--- src/rtl/alu_seq.sv ---
// alu_seq: operand sequencer and writeback stage around an external
// combinational 8-bit ALU.
//
// Accepts one instruction at a time over a valid/ready handshake. Operands are
// read from an internal 8x8-bit register file (r0 hardwired to zero) and
// presented to the ALU from registers. The ALU result and flags are captured
// one cycle later into the register file and the flag register.
//
// Ports:
//   clk, rst_n           clock, asynchronous active-low reset
//   instr_valid/ready    instruction handshake (ready high only in IDLE)
//   instr_op             ALU select code, passed through unmodified
//   instr_rd/rs1/rs2     destination and source register indices
//   instr_imm_en/imm     use immediate instead of rs2 for y
//   alu_x/alu_y/alu_sel  registered ALU operands
//   alu_out + flags      ALU result and {zero, carry, overflow, negative}
//   wb_valid/rd/data     one-cycle writeback pulse; rd/data hold until next wb
//   flags                {negative, overflow, carry, zero} of last writeback
//   retired              count of completed instructions (wraps)
//   dbg_addr/dbg_data    combinational register-file debug read
module alu_seq #(
    parameter int unsigned NREG  = 8,
    parameter int unsigned CNT_W = 16
) (
    input  logic             clk,
    input  logic             rst_n,
    input  logic             instr_valid,
    output logic             instr_ready,
    input  logic [3:0]       instr_op,
    input  logic [2:0]       instr_rd,
    input  logic [2:0]       instr_rs1,
    input  logic [2:0]       instr_rs2,
    input  logic             instr_imm_en,
    input  logic [7:0]       instr_imm,
    output logic [7:0]       alu_x,
    output logic [7:0]       alu_y,
    output logic [3:0]       alu_sel,
    input  logic [7:0]       alu_out,
    input  logic             alu_zero,
    input  logic             alu_carry,
    input  logic             alu_overflow,
    input  logic             alu_negative,
    output logic             wb_valid,
    output logic [2:0]       wb_rd,
    output logic [7:0]       wb_data,
    output logic [3:0]       flags,
    output logic [CNT_W-1:0] retired,
    input  logic [2:0]       dbg_addr,
    output logic [7:0]       dbg_data
);

    typedef enum logic {
        IDLE = 1'b0,
        EXEC = 1'b1
    } state_t;

    state_t             state_q;
    logic               ready_q;
    logic [7:0]         rf_q [NREG];
    logic [2:0]         rd_q;
    logic [7:0]         alu_x_q;
    logic [7:0]         alu_y_q;
    logic [3:0]         alu_sel_q;
    logic               wb_valid_q;
    logic [2:0]         wb_rd_q;
    logic [7:0]         wb_data_q;
    logic [3:0]         flags_q;
    logic [CNT_W-1:0]   retired_q;

    logic [7:0]         rs1_val;
    logic [7:0]         rs2_val;

    // r0 reads as zero regardless of storage contents.
    always_comb begin
        rs1_val  = (instr_rs1 == 3'd0) ? '0 : rf_q[instr_rs1];
        rs2_val  = (instr_rs2 == 3'd0) ? '0 : rf_q[instr_rs2];
        dbg_data = (dbg_addr  == 3'd0) ? '0 : rf_q[dbg_addr];
    end

    always_ff @(posedge clk or negedge rst_n) begin
        if (!rst_n) begin
            state_q    <= IDLE;
            ready_q    <= 1'b1;
            for (int unsigned i = 0; i < NREG; i++) begin
                rf_q[i] <= '0;
            end
            rd_q       <= '0;
            alu_x_q    <= '0;
            alu_y_q    <= '0;
            alu_sel_q  <= '0;
            wb_valid_q <= 1'b0;
            wb_rd_q    <= '0;
            wb_data_q  <= '0;
            flags_q    <= '0;
            retired_q  <= '0;
        end else begin
            unique case (state_q)
                IDLE: begin
                    wb_valid_q <= 1'b0;
                    if (instr_valid) begin
                        alu_x_q   <= rs1_val;
                        alu_y_q   <= instr_imm_en ? instr_imm : rs2_val;
                        alu_sel_q <= instr_op;
                        rd_q      <= instr_rd;
                        ready_q   <= 1'b0;
                        state_q   <= EXEC;
                    end
                end
                EXEC: begin
                    // Writes to r0 still report a writeback; only storage is skipped.
                    if (rd_q != 3'd0) begin
                        rf_q[rd_q] <= alu_out;
                    end
                    flags_q    <= {alu_negative, alu_overflow, alu_carry, alu_zero};
                    wb_valid_q <= 1'b1;
                    wb_rd_q    <= rd_q;
                    wb_data_q  <= alu_out;
                    retired_q  <= retired_q + CNT_W'(1);
                    ready_q    <= 1'b1;
                    state_q    <= IDLE;
                end
                default: begin
                    state_q <= IDLE;
                    ready_q <= 1'b1;
                end
            endcase
        end
    end

    assign instr_ready = ready_q;
    assign alu_x       = alu_x_q;
    assign alu_y       = alu_y_q;
    assign alu_sel     = alu_sel_q;
    assign wb_valid    = wb_valid_q;
    assign wb_rd       = wb_rd_q;
    assign wb_data     = wb_data_q;
    assign flags       = flags_q;
    assign retired     = retired_q;

endmodule

--- config.mk ---
export PLATFORM = sky130hd
export DESIGN_NAME = alu_seq
export DESIGN_NICKNAME = d
export VERILOG_FILES = /design/src/rtl/alu_seq.sv
export SDC_FILE = /design/constraint.sdc
export NUM_CORES = 1
export LEC_CHECK = 0
export CORE_MARGIN = 10
export CORE_UTILIZATION = 25
export DETAILED_ROUTE_END_ITERATION = 6
export PLACE_DENSITY = 0.39
export SYNTH_ARGS = -nofsm -noshare
export SYNTH_HDL_FRONTEND = slang
export SYNTH_SLANG_ARGS = --single-unit
--- constraint.sdc ---
create_clock -name clk -period 2.2 [get_ports clk]
set_clock_uncertainty 0.2 [all_clocks]
set_input_delay 0.55 -clock clk [delete_from_list [all_inputs] [get_ports clk]]
set_output_delay 0.55 -clock clk [all_outputs]
set_load 0.01 [all_outputs]
==> impl_metrics.csv <==
group,metric,value,unit
placement,hpwl,15.74,mm
placement,dp_cells,993,
final_layout,drive_gt1_share,43.00,%
power_and_ir_drop,ir_worst_vdd,0.4727,mV
route,drc,0,
critical_path,reg2reg_depth,2,
synthesis,synthesis.instances,500,
final_layout,fin_util,37.44,%
placement,dpl_worst_slack,-1.348,ns
min_path,hp-start,"rf_q[61]",
synthesis,syn-num-nets,541,
synthesis,syn-cell-area,0.006191,sq mm
critical_path,timing.rr.end,"rf_q[9]",
grt,overflow,0,
cts,clockBufferDepth,2,
cts,cts.clk_slew.worst_paths,0.06,ns
power_and_ir_drop,swShare,31.16,%
route,first_pass_iters,4,
critical_path,cp-end-kind,"output pin",
timing,slew_headroom,59.47,%
synthesis,yosys_warnings,0,
synthesis,synth_cell_types,51,
flow_run,cap_violations,0,
synthesis,ys_ff_latch,121,
synthesis,synthFlopType,"dfrtp_1",
outcome,status,"finished with violations",
route,wirelength,22.19,mm
timing,worst_pin_slew,0.6057,ns
timing,slew_viol_final,0,
floorplanning,rows,57,
synthesis,syn_area_per_cell,12.38,sq um
grt,antenna_found_initial,0,
min_path,hold_end,"rf_q[61]",
timing,max_freq,404.5,MHz
critical_path,critPathMaxFanout,4,
cts,cts-root-buf,"clkbuf_16",
power_and_ir_drop,p_int,6.560,mW
floorplanning,ios,101,
min_path,holdCritPathClass,"reg -> reg",
cts,worstSkewPairLatency,0.42,ns
floorplanning,die_area,0.03146,sq mm
final_layout,multi_input_area,0.003004,sq mm
power_and_ir_drop,p_leak,4.012,nW
timing,report.final.hold_viol_count,0,
critical_path,required,1.45,ns
power_and_ir_drop,seqPwrFrac,35.2,%
placement,gp_congestion,0.8789,
grt,grt_max_degree,36,
synthesis,yosysSeqAreaShare,48.93,%
timing,post-route-period-util,112.4,%
final_layout,n_antenna_cell,0,
placement,placed_area,0.008313,sq mm
floorplanning,die_x,177.4,um
floorplanning,die_h,177.4,um
route,drt_iter0_drc,232,
timing,fin_ws,-0.2722,ns
cts,clock_sink_count,121,
final_layout,fin_area,0.009106,sq mm
cts,cts_made_buffers,17,
power_and_ir_drop,p_sw,2.969,mW
floorplanning,design.core.area,0.02432,sq mm
final_layout,syn_to_final_growth,47.09,%
timing,setup_violations,8,
power_and_ir_drop,p_comb_share,35.2,%
final_layout,layout.cells.non_filler,1038,
min_path,hold_depth,0,
placement,io_buffers,100,
route,route.vias.total,4854,
power_and_ir_drop,power_density,1046,mW/mm^2
grt,grt_pass1_wl,34.20,mm
cts,cts_tree,"built",
synthesis,synth_edf_count,0,
final_layout,nets,742,
power_and_ir_drop,pwr-share-clk,29.6,%
final_layout,fillers,2399,
timing,rsz0062_at_grt,"true",
synthesis,async_flop_share,100.0,%
outcome,violations,"setup timing",
cts,htree_num_levels,4,
critical_path,arrival,1.72,ns
final_layout,seqCellArea,0.003034,sq mm
critical_path,reg2reg_from,"rd_q[1]",
critical_path,reg2reg_setup_slack,0.27,ns
grt,grt_pass1_vias,5328,
floorplanning,start_util,25.46,%
route,viasPerCell,4.676,
grt,grt.total_usage,14.51,%
route,wire_per_inst,21.38,um
timing,holdWs,0.1818,ns
timing,post-route-min-period,2.472,ns
critical_path,start_kind,"flop",
critical_path,crit_type,"reg -> out",
route,antenna_left,0,
[state kept, by name, indices dropped and copies added, names as in the netlist]
| name | cells |
|---|---|
| wb_rd | 3 |
| rd_q | 3 |
| alu_y | 8 |
| alu_x | 8 |
| wb_valid | 1 |
| wb_data | 8 |
| rf_q | 64 |
| retired | 16 |
| state_q | 1 |
| flags | 4 |
| alu_sel | 4 |
| instr_ready | 1 |
[repair_timing]
item                                    4_1_cts  5_1_grt
hold endpoints to repair                     30        0
buffers inserted                              9        3
resized for setup                            87       11
endpoints found under the setup margin       14       15
gates cloned                                  2        0
pin swaps                                     7        3
hold buffers                                  1        0
[power by group through the flow]
stage	clock network (mW)	logic (mW)	registers, mW
after floorplan	0	1.49	3.41
after global placement	0	3.25	3.38
after detailed placement	0	3.29	3.39
after CTS	2.91	3.36	3.37
after global routing	3.01	3.66	3.44
final	2.82	3.36	3.35
[stage by stage]
stage | power (mW) | TNS [ns]
after floorplan | 4.902 | -0.05938
after global placement | 6.625 | -15.42
after detailed placement | 6.679 | -15.30
after CTS | 9.633 | -1.946
after global routing | 10.10 | -2.009
final | 9.529 | -1.652
[metal layers]
metal | share of wire, % | vias to the layer above | track usage (%)
li1 | - | 2255 | -
met1 | 45 | 2483 | 19.23
met2 | 50 | 100 | 23.61
met3 | 4.7 | 16 | 2.699
met4 | 1.1 | 0 | 4.238
met5 | 0 | - | 0
[layout make-up]
class	count	area share, %
clock buffer	18	4.823
timing repair buffer	221	22.49
tap	324	4.452
multi-input combinational	333	32.99
clock inverter	14	1.635
sequential	121	33.32
inverter	7	0.2885
[worst max path at each step]
stage / slack [ns] / start / endpoint
2_1_floorplan: -0.06 / dbg_addr[1] / dbg_data[7]
3_3_place_gp: -1.39 / dbg_addr[2] / dbg_data[3]
3_5_place_dp: -1.35 / dbg_addr[2] / dbg_data[3]
4_1_cts: -0.28 / rf_q[35] / dbg_data[3]
5_1_grt: -0.32 / rf_q[35] / dbg_data[3]
6_report: -0.27 / rf_q[35] / dbg_data[3]
[synthesized netlist by cell type (4+ instances only)]
library cell	n	area share, %
o221ai_1	8	1.1
and3_1	4	0.40
a22oi_1	6	0.73
a221oi_1	13	1.8
inv_1	6	0.36
buf_6	7	1.3
buf_2	7	0.57
nand2_1	43	2.6
nor2_1	20	1.2
nor2b_1	14	1.4
o31ai_1	4	0.49
a21oi_1	8	0.65
mux4_2	13	4.7
o22a_1	4	0.57
xor2_1	6	0.85
buf_4	7	0.85
mux2i_1	25	4.0
o21ai_0	21	1.7
mux2_2	88	16
dfrtp_1	120	49
xnor2_1	9	1.3
nand3_1	9	0.73
clkbuf_1	15	0.91
[cell families after synthesis]
logic type | count (synthesis) | synth area share, %
compound gates | 77 | 8.994
xor+xnor | 15 | 2.122
fa+ha+maj | 1 | 0.2021
buf+inv | 46 | 4.244
flops | 121 | 48.93
mux | 129 | 25.69
simple gates | 111 | 9.822
[layout by cell type, fill, tap and decap left out, types with 3 or more instances in the layout]
cell type / synthesis / routed
a221oi_2: 2 / 8
dfrtp_2: 0 / 4
and3_1: 4 / 4
o22a_1: 4 / 4
buf_4: 7 / 105
clkbuf_16: 0 / 17
nand2_1: 43 / 43
dfrtp_1: 120 / 116
o21ai_1: 1 / 9
clkdlybuf4s50_1: 0 / 83
nand4b_2: 3 / 3
nor2_1: 20 / 12
a221oi_1: 13 / 6
mux2_2: 88 / 88
nor2b_1: 14 / 13
clkinv_4: 0 / 3
clkinv_2: 0 / 3
dlymetal6s2s_1: 0 / 3
o21ai_0: 21 / 12
buf_12: 0 / 11
nand3_1: 9 / 9
a22oi_1: 6 / 6
a21oi_1: 8 / 7
xor2_1: 6 / 6
o22ai_1: 3 / 3
nand3b_1: 3 / 3
o221ai_1: 8 / 8
xnor2_1: 9 / 9
nor2_2: 0 / 6
buf_6: 7 / 5
buf_2: 7 / 9
o31ai_1: 4 / 4
clkinvlp_4: 0 / 4
mux2i_1: 25 / 25
inv_1: 6 / 5
mux4_2: 13 / 13
[worst max-delay path: stages (launching register included)]
cell,delay (ns)
dfrtp_1,0.43
mux4_2,0.53
nor2_4,0.13
a221oi_4,0.05
buf_2,0.16
(Power assumes the default switching activity.)
